--- src/rtl/fwd_pkg.sv ---
`timescale 1ns/1ps
`default_nettype none
// +----------------------------------------------------------------------+
// | fwd_pkg : shared types and constants for the forwarding unit         |
// | Revision: 1.0                                                        |
// +----------------------------------------------------------------------+
package fwd_pkg;

  localparam int REG_AW = 4;

  typedef logic [1:0] fwd_sel_t;

  localparam fwd_sel_t FWD_NONE   = 2'b00;
  localparam fwd_sel_t FWD_MEM_WB = 2'b01;
  localparam fwd_sel_t FWD_EX_MEM = 2'b10;

endpackage : fwd_pkg
`default_nettype wire

--- src/rtl/fwd_sel_logic.sv ---
`timescale 1ns/1ps
`default_nettype none
// +----------------------------------------------------------------------+
// | fwd_sel_logic : bypass select for one ALU operand                    |
// | Revision: 1.0                                                        |
// +----------------------------------------------------------------------+
module fwd_sel_logic
  import fwd_pkg::*;
#(
  parameter int AW = REG_AW
) (
  input  logic [AW-1:0] src_i,
  input  logic          ex_wr_i,
  input  logic [AW-1:0] ex_dst_i,
  input  logic          mem_wr_i,
  input  logic [AW-1:0] mem_dst_i,
  output fwd_sel_t      sel_o
);

  // Priority if/else: an unknown EX/MEM condition falls through to MEM/WB.
  always_comb begin
    sel_o = FWD_NONE;
    if (ex_wr_i && (ex_dst_i == src_i)) begin
      sel_o = FWD_EX_MEM;
    end else if (mem_wr_i && (mem_dst_i == src_i)) begin
      sel_o = FWD_MEM_WB;
    end else begin
      sel_o = FWD_NONE;
    end
  end

endmodule : fwd_sel_logic
`default_nettype wire

--- src/rtl/forward_unit.sv ---
`timescale 1ns/1ps
`default_nettype none
// +----------------------------------------------------------------------+
// | forward_unit : EX-stage operand bypass control with registered copy  |
// | Optional macro FWD_STATS_EN adds saturating forward-event counters.  |
// | Revision: 1.0                                                        |
// +----------------------------------------------------------------------+
module forward_unit
  import fwd_pkg::*;
#(
  parameter int REG_AW = fwd_pkg::REG_AW,
  parameter int CNT_W  = 16
) (
  input  logic              clk,
  input  logic              rst_n,
  input  logic              EX_MEM_regWrite,
  input  logic              MEM_WB_regWrite,
  input  logic [REG_AW-1:0] ID_EX_op1,
  input  logic [REG_AW-1:0] ID_EX_op2,
  input  logic [REG_AW-1:0] EX_MEM_op1,
  input  logic [REG_AW-1:0] EX_MEM_op2,
  input  logic [REG_AW-1:0] MEM_WB_op1,
  input  logic [REG_AW-1:0] MEM_WB_op2,
  output logic [1:0]        FowardA,
  output logic [1:0]        FowardB,
  output logic [1:0]        FowardA_q,
  output logic [1:0]        FowardB_q
`ifdef FWD_STATS_EN
  ,
  output logic [CNT_W-1:0]  fwd_ex_cnt,
  output logic [CNT_W-1:0]  fwd_mem_cnt
`endif
);

  // The second destination fields are reserved and never take part in forwarding.
  logic w_unused_op2;
  assign w_unused_op2 = ^{EX_MEM_op2, MEM_WB_op2};

  fwd_sel_logic #(.AW(REG_AW)) u_sel_a (
    .src_i     (ID_EX_op1),
    .ex_wr_i   (EX_MEM_regWrite),
    .ex_dst_i  (EX_MEM_op1),
    .mem_wr_i  (MEM_WB_regWrite),
    .mem_dst_i (MEM_WB_op1),
    .sel_o     (FowardA)
  );

  fwd_sel_logic #(.AW(REG_AW)) u_sel_b (
    .src_i     (ID_EX_op2),
    .ex_wr_i   (EX_MEM_regWrite),
    .ex_dst_i  (EX_MEM_op1),
    .mem_wr_i  (MEM_WB_regWrite),
    .mem_dst_i (MEM_WB_op1),
    .sel_o     (FowardB)
  );

  always_ff @(posedge clk or negedge rst_n) begin
    if (!rst_n) begin
      FowardA_q <= FWD_NONE;
      FowardB_q <= FWD_NONE;
    end else begin
      FowardA_q <= FowardA;
      FowardB_q <= FowardB;
    end
  end

`ifdef FWD_STATS_EN
  logic [1:0]       w_ex_hits;
  logic [1:0]       w_mem_hits;
  logic [CNT_W:0]   w_ex_sum;
  logic [CNT_W:0]   w_mem_sum;
  logic [CNT_W-1:0] ex_cnt_q, ex_cnt_d;
  logic [CNT_W-1:0] mem_cnt_q, mem_cnt_d;

  assign w_ex_hits  = {1'b0, (FowardA == FWD_EX_MEM)} + {1'b0, (FowardB == FWD_EX_MEM)};
  assign w_mem_hits = {1'b0, (FowardA == FWD_MEM_WB)} + {1'b0, (FowardB == FWD_MEM_WB)};

  // One spare carry bit detects overflow so the counters clamp at all-ones.
  always_comb begin
    w_ex_sum  = {1'b0, ex_cnt_q}  + {{(CNT_W-1){1'b0}}, w_ex_hits};
    w_mem_sum = {1'b0, mem_cnt_q} + {{(CNT_W-1){1'b0}}, w_mem_hits};
    ex_cnt_d  = w_ex_sum[CNT_W]  ? {CNT_W{1'b1}} : w_ex_sum[CNT_W-1:0];
    mem_cnt_d = w_mem_sum[CNT_W] ? {CNT_W{1'b1}} : w_mem_sum[CNT_W-1:0];
  end

  always_ff @(posedge clk or negedge rst_n) begin
    if (!rst_n) begin
      ex_cnt_q  <= '0;
      mem_cnt_q <= '0;
    end else begin
      ex_cnt_q  <= ex_cnt_d;
      mem_cnt_q <= mem_cnt_d;
    end
  end

  assign fwd_ex_cnt  = ex_cnt_q;
  assign fwd_mem_cnt = mem_cnt_q;
`else
  logic [CNT_W-1:0] w_unused_cnt;
  assign w_unused_cnt = '0;
`endif

endmodule : forward_unit
`default_nettype wire

--- config.mk ---
export PLATFORM = sky130hd
export DESIGN_NAME = forward_unit
export DESIGN_NICKNAME = d
export VERILOG_FILES = /design/src/rtl/fwd_pkg.sv /design/src/rtl/fwd_sel_logic.sv /design/src/rtl/forward_unit.sv
export SDC_FILE = /design/constraint.sdc
export NUM_CORES = 1
export LEC_CHECK = 0
export ABC_AREA = 1
export CAP_MARGIN = 20
export CORE_AREA = 4 4 41 43
export CTS_BUF_LIST = sky130_fd_sc_hd__clkbuf_2
export DETAILED_ROUTE_END_ITERATION = 8
export DIE_AREA = 0 0 45 47
export DONT_BUFFER_PORTS = 1
export HOLD_SLACK_MARGIN = 0.12
export SYNTH_ARGS = -nofsm -noshare
export SYNTH_HDL_FRONTEND = slang
export SYNTH_HIERARCHICAL = 1
export SYNTH_SLANG_ARGS = --single-unit
--- constraint.sdc ---
create_clock -name clk -period 0.8 [get_ports clk]
set_input_delay 0.08 -clock clk [delete_from_list [all_inputs] [get_ports clk]]
set_output_delay 0.08 -clock clk [all_outputs]
set_load 0.02 [all_outputs]
==> metrics <==
outcome complete, no violations; CTS tree done; GRT Total Usage under 10%; Pwr per Cell Area just over 1000 mW/mm^2; routability cong. around 0.74; Critical path origin EX_MEM_op1[1]; Tcrit/Tclk final a little over nine tenths; min-delay worst type input port to asynchronous set/reset pin; Worst IR Drop VDD around 250 uV; fillers 151; initial antenna violation count 0; post-synth top area cell dfrtp_1; die span in x 45 um; cell count after placement between 90 and 100; DR WL/cell ~10 um; Startpoint Class input port; cell area after layout about 540 sq um; Crit path depth 6; worst-path fanout max 2; synthesized cell area around 440 sq um; root buf cell clkbuf_2; Core ar. about 0.0013 sq mm; Final Slew Violations 0; Detailed Routing Iterations Pass 1 3; post-synthesis sequential area ratio a little under a quarter; Via density around 4.3; total die area 0.00212 sq mm; final wirelength between 900 and 1000 um; fin crit period just under 0.8 ns; delay-heaviest family, CP simple AND/OR/NAND/NOR gates; Worst setup EP type output port; layout cell share with drive strength beyond 1 between 20% and 30%; Port Buffers 0; DP HPWL 905 um; number of DRC markers in iteration 0 4; CP bufs+invs 2; RSZ-0062 raised after global routing yes; syn_area_per_cell around 5.7 sq um; largest net degree at the start of global routing 5; # Max-Cap Violations 0; placed instance area a little under 500 sq um; f_max 1.30 GHz; DRC viols 0; CP arrival 0.69 ns; Layout Cells excl Fill 100; number of buffers created by CTS 3; slew margin rel. 87.3%; Crit Path Class input port to output port; Gate Count Post-Synth 76; Clock Sinks 4; Static Leak about 0.33 nW; Nets approximately 120; total number of vias approximately 430; Area contributors post-synth dfrtp_1 (23%), nand2_1 (21%), inv_1 (17%), nand3_2 (9.2%), nor2_2 (5.7%); GRT overflow 0; Clock Tree Buf Depth 2; clock-pin transition on the worst setup and hold timing paths about 0.040 ns; worst path cell trace inv_1 -> or2_1 -> nand3_2 -> nor2_4 -> nor2_2 -> buf_6; Synth Register Bits 4; Req. time, crit path roughly 0.72 ns; Final setup viols 0; number of global-route vias before repair about 410; Mapped Nets ~100; Worst Tran Pin Value 0.189 ns; Syn. warnings 6; number of distinct library cells after synthesis 13; site row count 13; Initial Utilization approximately a third; ANT nets after route 0; # IOs 36; depth of the CTS H-tree 1; first-pass GRT wire length approximately 1500 um; post-synth top area share between 20% and 30%; Slowest cell on crit path or2_1; Antenna diodes 0; Fin. Hold Viols 0; Synth-to-Final Area Change 23.9%; Die Y roughly 47 um; Crit path largest cell delay 0.21 ns; crit path to FowardA[0]
## sequential cells by signal (all words and copies together) (netlist names)
name	cells
FowardA_q	2
FowardB_q	2
## kinds of logic after synthesis
kind of cell | count (synthesis) | synth area share, %
xor+xnor | 2 | 4.02
compound gates | 6 | 6.90
simple gates | 42 | 47.1
buf+inv | 22 | 19.0
flops | 4 | 23.0
## worst min path at each step
stage / from / end / slack [ns]
2_1_floorplan: rst_n / FowardA_q[0] / -0.22
3_3_place_gp: rst_n / FowardA_q[0] / -0.22
3_5_place_dp: rst_n / FowardA_q[1] / -0.22
4_1_cts: rst_n / FowardA_q[1] / 0.13
5_1_grt: rst_n / FowardA_q[1] / 0.14
6_report: rst_n / FowardA_q[1] / 0.14
## where the power goes
part / total, W / switching (W) / internal (W)
clock: 0.000181 / 0.0000798 / 0.000101
combinational: 0.000160 / 0.0000899 / 0.0000703
sequential: 0.000219 / 0.00000983 / 0.000209
## metrics by stage
| stage | utilization [%] | total power [W] | setup slack, ns | TNS, ns | hold slack [ns] |
|---|---|---|---|---|---|
| floorplan | - | 0.000343 | 0.00876 | 0 | -0.216 |
| global placement | 38.0 | 0.000368 | 0.0197 | 0 | -0.216 |
| detailed placement | 38.0 | 0.000371 | -0.00385 | -0.00385 | -0.215 |
| CTS | 40.8 | 0.000570 | -0.00235 | -0.00235 | 0.135 |
| global route | 41.4 | 0.000595 | -0.0529 | -0.0540 | 0.136 |
| finish | 41.4 | 0.000560 | 0.0311 | 0 | 0.144 |
## cells in the final DEF, fill, tap and decap left out
cell type      netlist  layout
inv_2                0       2
clkinv_1             2       2
o21ai_0              4       3
buf_4                0       3
nor2_4               0       3
nor2_1               4       4
dfrtp_1              4       4
nand3_1              2       2
nor2_2               4       1
nand3_2              4       4
inv_1               20      18
or2_0                2       2
a21oi_1              2       2
nand2_1             24      24
buf_6                0       2
xor2_1               2       2
or2_1                2       2
dlygate4sd3_1        0       1
clkbuf_2             0       3
o21ai_1              0       1
## Yosys cell counts
library cell  instances
nand2_1              24
inv_1                20
dfrtp_1               4
nand3_2               4
nor2_1                4
nor2_2                4
o21ai_0               4
a21oi_1               2
clkinv_1              2
nand3_1               2
or2_0                 2
or2_1                 2
xor2_1                2
## what timing repair did
action | in CTS | in global routing
buffers inserted | 1 | 0
pin swaps | 1 | 7
gates resized for setup | 1 | 5
endpoints found under the setup margin | 1 | 2
endpoints found under the hold margin | 4 | 0
hold buffers | 1 | 0
## metal layers
layer,part of all wire (%),track usage [%],up-vias
met5,0,0,-
met1,40,10.6,168
met2,46,16.1,22
met4,0,7.02,0
met3,14,3.45,0
li1,-,-,236
## area by class of cell
cell class	count	area, sq um	share of cell area (%)
multi-input cells	50	268	49.7
clock buffers	3	15.0	2.78
repair buffers	6	55.1	10.2
inverters	22	82.6	15.3
well taps	15	18.8	3.48
flip-flops and latches	4	100	18.6
Note: power is estimated with default switching activity, not from simulation.
